## config.mk

```make
export PLATFORM = sky130hd
export DESIGN_NAME = multicycle_control
export DESIGN_NICKNAME = d
export VERILOG_FILES = /design/src/rtl/multicycle_control_pkg.sv /design/src/rtl/multicycle_control.sv
export SDC_FILE = /design/constraint.sdc
export NUM_CORES = 1
export LEC_CHECK = 0
export BUFFER_PORTS_ARGS = -buffer_cell sky130_fd_sc_hd__buf_2
export CAP_MARGIN = 20
export CORE_MARGIN = 4
export CORE_UTILIZATION = 40
export CTS_BUF_LIST = sky130_fd_sc_hd__clkbuf_8 sky130_fd_sc_hd__clkbuf_16
export DETAILED_ROUTE_END_ITERATION = 8
export MAX_ROUTING_LAYER = met4
export PLACE_DENSITY = 0.76
export SLEW_MARGIN = 20
export SYNTH_ARGS = -nofsm -noshare
export SYNTH_HDL_FRONTEND = slang
export SYNTH_SLANG_ARGS = --single-unit
```

## constraint.sdc

```tcl
create_clock -name i_clk -period 1.1 [get_ports i_clk]
set_input_delay 0.165 -clock i_clk [delete_from_list [all_inputs] [get_ports i_clk]]
set_output_delay 0.165 -clock i_clk [all_outputs]
set_load 0.01 [all_outputs]
```

## src/rtl/multicycle_control_pkg.sv

```systemverilog
// Shared definitions for the multicycle processor control unit: state codes,
// opcode constants, ALU/PC mux select codes and the control-word bundle.
package multicycle_control_pkg;

    typedef enum logic [3:0] {
        S_FETCH   = 4'd0,
        S_DECODE  = 4'd1,
        S_MEMADR  = 4'd2,
        S_MEMRD   = 4'd3,
        S_MEMWB   = 4'd4,
        S_MEMWR   = 4'd5,
        S_EXECUTE = 4'd6,
        S_ALUWB   = 4'd7,
        S_BRANCH  = 4'd8,
        S_ADDIEX  = 4'd9,
        S_ADDIWB  = 4'd10,
        S_JUMP    = 4'd11
    } state_t;

    localparam logic [5:0] OP_RTYPE = 6'b000000;
    localparam logic [5:0] OP_LW    = 6'b100011;
    localparam logic [5:0] OP_SW    = 6'b101011;
    localparam logic [5:0] OP_BEQ   = 6'b000100;
    localparam logic [5:0] OP_ADDI  = 6'b001000;
    localparam logic [5:0] OP_J     = 6'b000010;

    localparam logic [1:0] ALUOP_ADD   = 2'b00;
    localparam logic [1:0] ALUOP_SUB   = 2'b01;
    localparam logic [1:0] ALUOP_FUNCT = 2'b10;

    localparam logic [1:0] ALUSRCB_REG     = 2'b00;
    localparam logic [1:0] ALUSRCB_FOUR    = 2'b01;
    localparam logic [1:0] ALUSRCB_IMM     = 2'b10;
    localparam logic [1:0] ALUSRCB_IMM_SH2 = 2'b11;

    localparam logic [1:0] PCSRC_ALU    = 2'b00;
    localparam logic [1:0] PCSRC_ALUOUT = 2'b01;
    localparam logic [1:0] PCSRC_JUMP   = 2'b10;

    typedef struct packed {
        logic       pc_en;
        logic       ior_d;
        logic       mem_write;
        logic       ir_write;
        logic       reg_dst;
        logic       mem_to_reg;
        logic       reg_write;
        logic       alu_src_a;
        logic       illegal;
        logic [1:0] alu_src_b;
        logic [1:0] pc_src;
        logic [1:0] alu_op;
    } ctrl_t;

endpackage

```

## src/rtl/multicycle_control.sv

```systemverilog
// Multicycle processor control FSM: Moore decode of the state register, with
// fetch/branch/memory strobes qualified by the memory handshake and zero flag.
module multicycle_control
    import multicycle_control_pkg::*;
(
    input  logic       i_clk,
    input  logic       i_rst_n,
    input  logic [5:0] i_op,
    input  logic       i_zero,
    input  logic       i_memReady,
    output logic       o_pcEn,
    output logic       o_iorD,
    output logic       o_memWrite,
    output logic       o_irWrite,
    output logic       o_regDst,
    output logic       o_memToReg,
    output logic       o_regWrite,
    output logic       o_aluSrcA,
    output logic       o_illegal,
    output logic [1:0] o_aluSrcB,
    output logic [1:0] o_pcSrc,
    output logic [1:0] o_aluOp,
    output logic [3:0] o_state
);

    state_t state_r;
    state_t next_state_s;
    ctrl_t  ctrl_s;
    ctrl_t  out_s;

    // State register; reset returns to FETCH without waiting for a clock edge.
    always_ff @(posedge i_clk or negedge i_rst_n) begin
        if (!i_rst_n) begin
            state_r <= S_FETCH;
        end else begin
            state_r <= next_state_s;
        end
    end

    // Next-state and control-word decode; unused state codes fall to FETCH with all controls low.
    always_comb begin
        next_state_s = S_FETCH;
        ctrl_s       = '0;
        case (state_r)
            S_FETCH: begin
                ctrl_s.alu_src_b = ALUSRCB_FOUR;
                ctrl_s.alu_op    = ALUOP_ADD;
                ctrl_s.pc_src    = PCSRC_ALU;
                if (i_memReady) begin
                    ctrl_s.ir_write = 1'b1;
                    ctrl_s.pc_en    = 1'b1;
                    next_state_s    = S_DECODE;
                end else begin
                    next_state_s    = S_FETCH;
                end
            end
            S_DECODE: begin
                // ALU precomputes the branch target while the opcode is dispatched.
                ctrl_s.alu_src_b = ALUSRCB_IMM_SH2;
                ctrl_s.alu_op    = ALUOP_ADD;
                case (i_op)
                    OP_LW, OP_SW: next_state_s = S_MEMADR;
                    OP_RTYPE:     next_state_s = S_EXECUTE;
                    OP_BEQ:       next_state_s = S_BRANCH;
                    OP_ADDI:      next_state_s = S_ADDIEX;
                    OP_J:         next_state_s = S_JUMP;
                    default: begin
                        ctrl_s.illegal = 1'b1;
                        next_state_s   = S_FETCH;
                    end
                endcase
            end
            S_MEMADR: begin
                ctrl_s.alu_src_a = 1'b1;
                ctrl_s.alu_src_b = ALUSRCB_IMM;
                ctrl_s.alu_op    = ALUOP_ADD;
                if (i_op == OP_LW) begin
                    next_state_s = S_MEMRD;
                end else begin
                    next_state_s = S_MEMWR;
                end
            end
            S_MEMRD: begin
                ctrl_s.ior_d = 1'b1;
                if (i_memReady) begin
                    next_state_s = S_MEMWB;
                end else begin
                    next_state_s = S_MEMRD;
                end
            end
            S_MEMWB: begin
                ctrl_s.mem_to_reg = 1'b1;
                ctrl_s.reg_write  = 1'b1;
                next_state_s      = S_FETCH;
            end
            S_MEMWR: begin
                ctrl_s.ior_d     = 1'b1;
                ctrl_s.mem_write = 1'b1;
                if (i_memReady) begin
                    next_state_s = S_FETCH;
                end else begin
                    next_state_s = S_MEMWR;
                end
            end
            S_EXECUTE: begin
                ctrl_s.alu_src_a = 1'b1;
                ctrl_s.alu_src_b = ALUSRCB_REG;
                ctrl_s.alu_op    = ALUOP_FUNCT;
                next_state_s     = S_ALUWB;
            end
            S_ALUWB: begin
                ctrl_s.reg_dst   = 1'b1;
                ctrl_s.reg_write = 1'b1;
                next_state_s     = S_FETCH;
            end
            S_BRANCH: begin
                ctrl_s.alu_src_a = 1'b1;
                ctrl_s.alu_src_b = ALUSRCB_REG;
                ctrl_s.alu_op    = ALUOP_SUB;
                ctrl_s.pc_src    = PCSRC_ALUOUT;
                ctrl_s.pc_en     = i_zero;
                next_state_s     = S_FETCH;
            end
            S_ADDIEX: begin
                ctrl_s.alu_src_a = 1'b1;
                ctrl_s.alu_src_b = ALUSRCB_IMM;
                ctrl_s.alu_op    = ALUOP_ADD;
                next_state_s     = S_ADDIWB;
            end
            S_ADDIWB: begin
                ctrl_s.reg_write = 1'b1;
                next_state_s     = S_FETCH;
            end
            S_JUMP: begin
                ctrl_s.pc_src = PCSRC_JUMP;
                ctrl_s.pc_en  = 1'b1;
                next_state_s  = S_FETCH;
            end
            default: begin
                ctrl_s       = '0;
                next_state_s = S_FETCH;
            end
        endcase
    end

    // Hold every control low while reset is asserted, even though the state reads FETCH.
    always_comb begin
        if (i_rst_n) begin
            out_s = ctrl_s;
        end else begin
            out_s = '0;
        end
    end

    assign o_pcEn     = out_s.pc_en;
    assign o_iorD     = out_s.ior_d;
    assign o_memWrite = out_s.mem_write;
    assign o_irWrite  = out_s.ir_write;
    assign o_regDst   = out_s.reg_dst;
    assign o_memToReg = out_s.mem_to_reg;
    assign o_regWrite = out_s.reg_write;
    assign o_aluSrcA  = out_s.alu_src_a;
    assign o_illegal  = out_s.illegal;
    assign o_aluSrcB  = out_s.alu_src_b;
    assign o_pcSrc    = out_s.pc_src;
    assign o_aluOp    = out_s.alu_op;
    assign o_state    = state_r;

endmodule

```

==> impl_metrics.env, run 1 <==
export IMPL_outcome="stopped before the end"
export IMPL_last_stage_reached="global routing"
export IMPL_firstError="[ERROR DPL-0033] detailed placement checks failed during check placement."
export IMPL_ys_warn_count=0
export IMPL_worstEndpointGrtRepair="o_aluOp[0]"
export IMPL_clockBufferDepth=2
export IMPL_synth_top_cells_by_count="8 x nor2_1, 8 x nor3_1, 6 x nand2_1"
export IMPL_ys_flop_type="dfrtp_1"
export IMPL_synth_top_cell_area_share=0.168
export IMPL_synth_cell_types=37
export IMPL_die_w_um=46.6
export IMPL_dpl_worst_slack_ns=-0.316
export IMPL_cts_num_sinks=4
export IMPL_gp_congestion=0.853
export IMPL_ios=29
export IMPL_hpwlAfterDp_um=1750
export IMPL_yosys_top_cells_area="dfrtp_1 17%, nor3_1 6.7%, nor2_1 5.0%"
export IMPL_worstEpCategory="top-level output"
export IMPL_dpl_cell_count=144
export IMPL_cts_buffers=3
export IMPL_yosysTopAreaCell="dfrtp_1"
export IMPL_antenna_found_initial=0
export IMPL_synth_edf_count=0
export IMPL_syn_area_um2=597
export IMPL_die_y_um=46.6
export IMPL_cts_root_buffer="clkbuf_8"
export IMPL_yosysSeqAreaShare=0.168
export IMPL_htree_num_levels=1
export IMPL_num_rows=13
export IMPL_syn_inst=79
export IMPL_async_flop_share=1.00
export IMPL_ys_seq_elements=4
export IMPL_syn_nets=89
export IMPL_grt_max_degree=10
export IMPL_port_buffers=28
export IMPL_avgSynthCellArea_um2=7.55
export IMPL_initial_core_util=0.442
[stage by stage]
step / hold slack (ns) / setup TNS, ns / instance area [um2]
floorplan: -0.131 / -1.72 / 698
global placement: 0.134 / -3.11 / 998
detailed placement: 0.136 / -3.68 / 998
CTS: 0.325 / -6.37 / 1130
[cell families after synthesis]
logic type      share of synthesized area
simple gates                        0.505
xor+xnor                           0.0440
buf+inv                            0.0859
flops                               0.168
compound gates                      0.197
[what timing repair did]
action,4_1_cts
pin swaps,5
hold endpoints to repair,4
buffers inserted,6
hold buffers,1
endpoints found under the setup margin,21
resized for setup,9
cloned,0
==> run 2: changes to the inputs <==
CORE_AREA = 4 4 65 67   (was default)
CORE_MARGIN = default   (was 4)
CORE_UTILIZATION = default   (was 40)
CTS_BUF_LIST = default   (was sky130_fd_sc_hd__clkbuf_8 sky130_fd_sc_hd__clkbuf_16)
DIE_AREA = 0 0 69 71   (was default)
MAX_ROUTING_LAYER = default   (was met4)
PLACE_DENSITY = default   (was 0.76)
PLACE_DENSITY_LB_ADDON = 0.15   (was default)
clock period = 1.4 ns   (was 1.1 ns; I/O delays follow)
==> run 2 against run 1 <==
  * The flow now finishes, with violations (negative setup slack)
  * Synthesized cell count is the same
  * Area after synthesis is the same
==> impl_metrics.env, run 2 <==
export IMPL_irDropWorstVdd_mv=0.284
export IMPL_first_pass_iters=4
export IMPL_hpwlAfterDp_um=1780
export IMPL_finClkSkew_ns=0.00833
export IMPL_critPathLaunchType="register"
export IMPL_fillCellCount=420
export IMPL_ys_warn_count=0
export IMPL_final_area_um2=1090
export IMPL_timing_reg2reg_worst_path_depth=5
export IMPL_slew_headroom=0.796
export IMPL_grt_usage=0.0989
export IMPL_clockBufferDepth=2
export IMPL_worstSetupEndpointType="output port"
export IMPL_drcViolationCount=0
export IMPL_drive_above_1_share=0.598
export IMPL_ant_nets=0
export IMPL_synth_edf_count=0
export IMPL_syn_area_um2=597
export IMPL_cts_num_sinks=4
export IMPL_syn_nets=89
export IMPL_clk_latency_ns=0.23
export IMPL_p_total_uw=972
export IMPL_dpl_cell_count=168
export IMPL_vias=820
export IMPL_hold_depth=4
export IMPL_design_core_area_um2=3630
export IMPL_ys_seq_elements=4
export IMPL_synth_top_cell_area_share=0.168
export IMPL_die_w_um=69
export IMPL_crit_buf_inv=2
export IMPL_cp_slowest_cell="dfrtp_2"
export IMPL_avgSynthCellArea_um2=7.55
export IMPL_clkSlewWorstSetupHoldPaths_ns=0.04
export IMPL_path_class="reg -> out"
export IMPL_wl_met1_um=1100
export IMPL_gp_congestion=0.764
export IMPL_fin_nets=144
export IMPL_syn_inst=79
export IMPL_ys_flop_type="dfrtp_1"
export IMPL_synth_cell_types=37
export IMPL_yosys_top_cells_area="dfrtp_1 17%, nor3_1 6.7%, nor2_1 5.0%"
export IMPL_utilization=0.301
export IMPL_dpl_cell_area_um2=915
export IMPL_hold_start="i_op[4]"
export IMPL_async_flop_share=1.00
export IMPL_critPathMaxStageDelay_ns=0.43
export IMPL_dr_wl_met2_um=1130
export IMPL_power_leakage_nw=0.495
export IMPL_cts_buffers=3
export IMPL_rr_startpoint="o_state[1]"
export IMPL_htree_num_levels=1
export IMPL_diodes=0
export IMPL_crit_path_cell_trace="buf_4 -> nand2b_4 -> or3_1 -> a21boi_2 -> buf_2"
export IMPL_hp_class="in -> reg"
export IMPL_wirelength_um=2410
export IMPL_final_common_cell="buf_2"
export IMPL_grt_pass1_vias=840
export IMPL_instances_no_fill=180
export IMPL_port_buffers=28
export IMPL_synth_top_cells_by_count="8 x nor2_1, 8 x nor3_1, 6 x nand2_1"
export IMPL_initial_core_util=0.164
export IMPL_wl_per_cell_um=13.4
export IMPL_num_rows=22
export IMPL_largest_reg_flops=4
export IMPL_worst_pin_slew_ns=0.303
export IMPL_r2r_end="o_state[2]"
export IMPL_yosysTopAreaCell="dfrtp_1"
export IMPL_antenna_found_initial=0
export IMPL_syn_to_final_growth_pct=83.0
export IMPL_viasPerCell=4.56
export IMPL_yosysSeqAreaShare=0.168
export IMPL_grt_first_pass_wirelength_um=3850
export IMPL_required_ns=1.19
export IMPL_final_cell_mix="28 x buf_2, 23 x buf_4, 7 x nor2_1"
export IMPL_regToRegSetupSlack_ns=0.09
export IMPL_hold_viol=0
export IMPL_dieArea_um2=4900
export IMPL_whs_endpoint="o_state[0]"
export IMPL_setup_viol_count_final=14
export IMPL_cts_tree="built"
export IMPL_final_max_slew_viol_count=0
export IMPL_die_y_um=71
export IMPL_rsz0062_at_grt="yes"
export IMPL_cts_root_buffer="clkbuf_8"
export IMPL_fin_ws_ns=-0.223
export IMPL_fin_setup_tns_ns=-1.93
export IMPL_maxCapViolations=0
export IMPL_dr_max_layer_used="met4"
export IMPL_worstPathMaxFanout=6
export IMPL_max_freq_ghz=0.616
export IMPL_violations="negative setup slack"
export IMPL_grt_max_degree=10
export IMPL_fin_crit_sh=1.16
export IMPL_ios=29
export IMPL_crit_family="flip-flops"
export IMPL_met3_length_um=127
export IMPL_fin_crit_ns=1.62
export IMPL_cp_arrival_ns=1.41
export IMPL_cellPowerDensity_nw_per_um2=890
export IMPL_grt_overflow=0
export IMPL_first_iter_violations=21
export IMPL_outcome="finished, violations left"
run 2: cell counts after synthesis:
Identical to the previous run, type by type.
run 2: layer usage:
metal,up-vias,GRT usage
met5,-,0
met4,0,0.0456
met3,7,0.0384
met2,19,0.161
met1,386,0.114
li1,408,-
run 2: what timing repair did:
action / CTS / global route
pin swaps: 1 / 3
endpoints found under the hold margin: 4 / 0
setup endpoints to repair: 15 / 17
hold buffers: 1 / 0
setup buffers: 6 / 3
cloned: 0 / 0
resized for setup: 7 / 13
run 2: power breakdown:
group	internal, mW	switching [mW]	total [mW]	leakage (nW)
Sequential	0.135	0.0380	0.173	0.0476
Combinational	0.286	0.256	0.542	0.426
Clock	0.184	0.0723	0.257	0.0216
Total	0.606	0.366	0.972	0.495
run 2: cell families (layout without fill, tap and decap cells):
kind of cell	Yosys count	in the layout	synth area share
xor+xnor	3	3	0.0440
simple gates	48	48	0.505
compound gates	16	16	0.197
flops	4	4	0.168
buf+inv	8	61	0.0859
run 2: worst max-delay path by stage:
stage                     startpoint    endpoint  slack (ns)  depth (start not counted)
after floorplan           o_state[0]      o_pcEn       0.005                          4
after global placement    o_state[3]      o_pcEn       -0.08                          5
after detailed placement  o_state[2]   o_illegal       -0.09                          4
after CTS                 o_state[0]  o_regWrite       -0.22                          4
after global routing      o_state[3]      o_pcEn       -0.30                          5
final                     o_state[1]  o_regWrite       -0.22                          5
run 2: tightest hold or removal path: stages:
cell,delay (ns)
buf_2,0.11
nor4_1,0.06
nand4_1,0.10
a21oi_2,0.06
run 2: stage by stage:
step / hold slack, ns / setup WS [ns]
after CTS: 0.360 / -0.216
after global routing: 0.380 / -0.302
after global placement: 0.0738 / -0.0804
after floorplan: -0.0856 / 0.00491
after detailed placement: 0.0695 / -0.0860
final: 0.354 / -0.223
run 2: cell type report:
type	instances	area, um2	share of cell area
Clock buffer	3	41.3	0.0378
Inverter	1	3.75	0.00344
Multi-Input combinational cell	67	509	0.466
Sequential cell	4	105	0.0962
Tap cell	48	60.1	0.0550
Timing Repair Buffer	57	373	0.341
No activity file was read; power rests on OpenSTA's default activity.
==> run 3: changes to the inputs <==
CELL_PAD_IN_SITES_DETAIL_PLACEMENT = 0   (was default)
CELL_PAD_IN_SITES_GLOBAL_PLACEMENT = 2   (was default)
==> run 3 against run 2 <==
  * The run still ends with negative setup slack left
  * Power up 0.64%
  * Core utilization up 0.10 points
  * Cell count down 1.7%
  * Fmax about the same
  * Clock power down 5%
  * Worst hold slack worse by 0.32 ns
  * Via count down 3.2%
  * Non-clock buffer count down 3
  * Die area unchanged
  * First-iteration DRC count down 19%
  * Wire length down 2.4%
  * Largest cell class unchanged
  * Largest power group unchanged
==> impl_metrics.env, run 3 (same netlist as run 2, synthesis figures left out) <==
export IMPL_wirelength_um=2350
export IMPL_cp_slowest_cell="dfrtp_2"
export IMPL_hp_class="in -> async"
export IMPL_fillCellCount=426
export IMPL_grt_pass1_vias=852
export IMPL_hpwlAfterDp_um=1830
export IMPL_max_freq_ghz=0.617
export IMPL_dpl_worst_slack_ns=-0.0235
export IMPL_clk_latency_ns=0.22
export IMPL_die_y_um=71
export IMPL_final_common_cell="buf_2"
export IMPL_seqPwrFrac=0.173
export IMPL_cts_buffers=3
export IMPL_cp_arrival_ns=1.41
export IMPL_worst_hold_slack_ns=0.0374
export IMPL_grt_overflow=0
export IMPL_regToRegSetupSlack_ns=-0.10
export IMPL_design_core_area_um2=3630
export IMPL_crit_family="flip-flops"
export IMPL_crit_buf_inv=2
export IMPL_ios=29
export IMPL_r2r_end="o_state[1]"
export IMPL_clkSlewWorstSetupHoldPaths_ns=0.03
export IMPL_critPathLaunchType="register"
export IMPL_dieArea_um2=4900
export IMPL_power_share_clock=0.248
export IMPL_crit_path_cell_trace="buf_12 -> nand3b_1 -> nor3_2 -> o2bb2ai_1 -> buf_2"
export IMPL_required_ns=1.19
export IMPL_slew_headroom=0.814
export IMPL_critPathMaxStageDelay_ns=0.43
export IMPL_outcome="finished, violations left"
export IMPL_cts_root_buffer="clkbuf_8"
export IMPL_largest_reg_flops=4
export IMPL_fin_nets=141
export IMPL_antenna_found_initial=0
export IMPL_clockBufferDepth=2
export IMPL_comb_power_share=0.579
export IMPL_worstSetupEndpointType="output port"
export IMPL_timing_reg2reg_worst_path_depth=7
export IMPL_grt_usage=0.103
export IMPL_worstPathMaxFanout=8
export IMPL_power_leakage_nw=0.488
export IMPL_cts_tree="built"
export IMPL_sw_frac_of_total=0.365
export IMPL_drive_above_1_share=0.605
export IMPL_switching_power_uw=357
export IMPL_wl_per_cell_um=13.3
export IMPL_first_pass_iters=4
export IMPL_vias=794
export IMPL_hold_viol=0
export IMPL_diodes=0
export IMPL_final_cell_mix="27 x buf_2, 22 x buf_4, 6 x nor2_1"
export IMPL_port_buffers=28
export IMPL_rsz0062_at_grt="yes"
export IMPL_ant_nets=0
export IMPL_irDropWorstVdd_mv=0.219
export IMPL_worst_pin_slew_ns=0.275
export IMPL_grt_first_pass_wirelength_um=4050
export IMPL_cts_hold_buf=0
export IMPL_cts_num_sinks=4
export IMPL_fin_crit_ns=1.62
export IMPL_htree_num_levels=1
export IMPL_violations="negative setup slack"
export IMPL_drcViolationCount=0
export IMPL_syn_to_final_growth_pct=83.6
export IMPL_internal_power_uw=621
export IMPL_first_iter_violations=17
export IMPL_grt_max_degree=15
export IMPL_cellPowerDensity_nw_per_um2=893
export IMPL_final_max_slew_viol_count=0
export IMPL_die_w_um=69
export IMPL_finClkSkew_ns=0.00398
export IMPL_rr_startpoint="o_state[2]"
export IMPL_critPathCapture="o_pcEn"
export IMPL_fin_crit_sh=1.16
export IMPL_num_rows=22
export IMPL_crit_cells=5
export IMPL_initial_core_util=0.164
export IMPL_startpoint="o_state[2]"
export IMPL_fin_ws_ns=-0.221
export IMPL_viasPerCell=4.49
export IMPL_gp_congestion=0.676
export IMPL_setup_viol_count_final=16
export IMPL_maxCapViolations=0
export IMPL_path_class="reg -> out"
-- run 3: layout make-up --
class,count,area (um2),share of cell area
Clock buffer,3,41.3,0.0377
Sequential cell,4,105,0.0959
Tap cell,48,60.1,0.0548
Inverter,1,3.75,0.00342
Multi-Input combinational cell,67,520,0.475
Timing Repair Buffer,54,365,0.333
-- run 3: worst register-to-register path: cells and delay by family (launching register included) --
kind,cells,cell delay (ns)
buffers and inverters,4,0.51
AND/OR/NAND/NOR,2,0.37
AO/OA/AOI/OAI,1,0.12
flip-flops,1,0.43
-- run 3: layer usage --
layer  global-route usage  wire length [um]  vias to the layer above
li1                     -                 -                      403
met1                0.115               992                      375
met2                0.186              1260                       14
met3               0.0213                80                        2
met4               0.0456                21                        0
met5                    0                 0                        -
-- run 3: worst min path at each step --
stage,start,to,cells after the start
finish,i_rst_n,o_state[3],2
global route,i_rst_n,o_state[3],2
CTS,i_rst_n,o_state[3],2
detailed placement,i_rst_n,o_state[2],2
global placement,i_rst_n,o_state[2],2
floorplan,i_rst_n,o_state[0],0
-- run 3: repair_timing --
| action | CTS | global route |
|---|---|---|
| buffers inserted | 4 | 3 |
| resized for setup | 7 | 13 |
| pin swaps | 2 | 5 |
| hold endpoints to repair | 0 | 0 |
| endpoints found under the setup margin | 16 | 18 |
-- run 3: metrics by stage --
step / cell area (um2) / power [mW] / TNS (ns) / cells / util
2_1_floorplan: 612 / 0.422 / 0 / 79 / -
3_3_place_gp: 920 / 0.652 / -0.171 / 167 / 0.253
3_5_place_dp: 920 / 0.646 / -0.0746 / 167 / 0.253
4_1_cts: 1010 / 0.926 / -2.51 / 174 / 0.279
5_1_grt: 1100 / 1.06 / -3.68 / 177 / 0.302
6_report: 1100 / 0.978 / -2.16 / 177 / 0.302
-- run 3: power groups by stage --
stage	Combinational, mW	Sequential, mW	Clock [mW]
finish	0.567	0.169	0.243
global route	0.620	0.173	0.264
CTS	0.511	0.163	0.252
detailed placement	0.485	0.161	0
global placement	0.491	0.161	0
floorplan	0.271	0.151	0
==> run 4: changes to the inputs <==
HOLD_SLACK_MARGIN = 0.05   (was default)
==> run 4 against run 3 <==
  * Largest power group unchanged
  * Die area unchanged
  * Wire length decreased by 0.25%
  * Global-route usage unchanged
  * Clock power about the same
  * Highest routed layer unchanged
  * Combinational power about the same
  * Sequential power about the same
  * The run still ends with negative setup slack left
  * Critical path type unchanged
  * Via count increased by 0.76%
  * Count of clock-buffer cells in the layout unchanged
  * First-iteration DRC count increased by 5.9%
  * Design area increased by 0.91%
  * Power increased by 0.20%
==> impl_metrics.env, run 4 (same netlist as run 2, synthesis figures left out) <==
export IMPL_comb_power_share=0.580
export IMPL_dieArea_um2=4900
export IMPL_viasPerCell=4.49
export IMPL_htree_num_levels=1
export IMPL_grt_overflow=0
export IMPL_hpwlAfterDp_um=1830
export IMPL_setup_viol_count_final=16
export IMPL_rr_startpoint="o_state[2]"
export IMPL_critPathMaxStageDelay_ns=0.43
export IMPL_clk_latency_ns=0.22
export IMPL_grt_first_pass_wirelength_um=4040
export IMPL_dpl_cell_area_um2=920
export IMPL_startpoint="o_state[2]"
export IMPL_wl_per_cell_um=13.2
export IMPL_final_area_um2=1110
export IMPL_whs_endpoint="o_state[0]"
export IMPL_internal_power_uw=623
export IMPL_ios=29
export IMPL_final_max_slew_viol_count=0
export IMPL_final_common_cell="buf_2"
export IMPL_grt_usage=0.103
export IMPL_timing_reg2reg_worst_path_depth=7
export IMPL_crit_path_cell_trace="buf_12 -> nand3b_1 -> nor3_2 -> o2bb2ai_1 -> buf_2"
export IMPL_die_y_um=71
export IMPL_outcome="finished, violations left"
export IMPL_cellPowerDensity_nw_per_um2=886
export IMPL_fin_nets=142
export IMPL_hold_depth=4
export IMPL_die_w_um=69
export IMPL_cts_root_buffer="clkbuf_8"
export IMPL_power_share_clock=0.248
export IMPL_sw_frac_of_total=0.364
export IMPL_utilization=0.304
export IMPL_maxCapViolations=0
export IMPL_r2r_end="o_state[1]"
export IMPL_cts_buffers=3
export IMPL_crit_family="flip-flops"
export IMPL_worstPathMaxFanout=8
export IMPL_violations="negative setup slack"
export IMPL_multi_input_area_um2=520
export IMPL_gp_congestion=0.676
export IMPL_worst_pin_slew_ns=0.275
export IMPL_diodes=0
export IMPL_cts_num_sinks=4
export IMPL_finClkSkew_ns=0.00367
export IMPL_first_pass_iters=3
export IMPL_cp_arrival_ns=1.41
export IMPL_worstSetupEndpointType="output port"
export IMPL_switching_power_uw=357
export IMPL_vias=800
export IMPL_cts_tree="built"
export IMPL_port_buffers=28
export IMPL_clockBufferDepth=2
export IMPL_rsz0062_at_grt="yes"
export IMPL_critPathLaunchType="register"
export IMPL_initial_core_util=0.164
export IMPL_syn_to_final_growth_pct=85.3
export IMPL_design_core_area_um2=3630
export IMPL_largest_reg_flops=4
export IMPL_slew_headroom=0.814
export IMPL_power_leakage_nw=0.492
export IMPL_grt_pass1_vias=855
export IMPL_first_iter_violations=18
export IMPL_regToRegSetupSlack_ns=-0.10
export IMPL_num_rows=22
export IMPL_hold_viol=0
export IMPL_required_ns=1.19
export IMPL_fillCellCount=425
export IMPL_max_freq_ghz=0.617
export IMPL_final_cell_mix="27 x buf_2, 22 x buf_4, 6 x nor2_1"
export IMPL_wirelength_um=2350
export IMPL_antenna_found_initial=0
export IMPL_fin_crit_ns=1.62
export IMPL_fin_setup_tns_ns=-2.15
export IMPL_seq_area_um2=105
export IMPL_path_class="reg -> out"
export IMPL_crit_buf_inv=2
export IMPL_drcViolationCount=0
export IMPL_seqPwrFrac=0.172
export IMPL_p_total_uw=980
export IMPL_grt_max_degree=15
export IMPL_hp_class="in -> reg"
export IMPL_fin_crit_sh=1.16
export IMPL_ant_nets=0
export IMPL_clkSlewWorstSetupHoldPaths_ns=0.03
export IMPL_cp_slowest_cell="dfrtp_2"
export IMPL_drive_above_1_share=0.600
export IMPL_fin_ws_ns=-0.221
export IMPL_irDropWorstVdd_mv=0.219
export IMPL_dpl_worst_slack_ns=-0.0235
export IMPL_hold_start="i_op[4]"
-- run 4: worst reg2reg max path: stages, from the launching register on --
cell      delay (ns)
dfrtp_2         0.43
buf_12          0.15
buf_4           0.13
buf_6           0.11
buf_6           0.12
nor4b_4         0.27
o211ai_1        0.12
nand4_1         0.10
-- run 4: worst max path at each step --
stage                     cells past startpoint    endpoint  slack [ns]
after floorplan                               4      o_pcEn       0.005
after global placement                        4  o_state[2]       -0.06
after detailed placement                      5      o_pcEn       -0.02
after CTS                                     4  o_regWrite       -0.24
after global routing                          5      o_pcEn       -0.32
final                                         5      o_pcEn       -0.22
-- run 4: what timing repair did --
item,4_1_cts,5_1_grt
resized for setup,7,13
setup endpoints to repair,16,18
buffers inserted,4,3
pin swaps,2,5
endpoints found under the hold margin,4,0
hold buffers,1,0
-- run 4: metrics by stage --
step | hold WS [ns] | cells
4_1_cts | 0.379 | 175
2_1_floorplan | -0.0856 | 79
6_report | 0.387 | 178
5_1_grt | 0.413 | 178
3_3_place_gp | 0.256 | 167
3_5_place_dp | 0.262 | 167
-- run 4: cell type report --
cell class | count | area share
multi-input combinational | 67 | 0.471
timing repair buffer | 55 | 0.339
sequential | 4 | 0.0950
tap | 48 | 0.0543
clock buffer | 3 | 0.0373
inverter | 1 | 0.00339
-- run 4: power by group through the flow --
stage / logic [mW] / clock network (mW) / registers, mW
2_1_floorplan: 0.271 / 0 / 0.151
3_3_place_gp: 0.491 / 0 / 0.161
3_5_place_dp: 0.485 / 0 / 0.161
4_1_cts: 0.513 / 0.252 / 0.163
5_1_grt: 0.622 / 0.264 / 0.173
6_report: 0.568 / 0.243 / 0.169
-- run 4: metal layers --
layer,track usage,share of wire,up-vias
li1,-,-,405
met1,0.114,0.42,379
met2,0.189,0.54,14
met3,0.0213,0.034,2
met4,0.0456,0.0089,0
met5,0,0,-
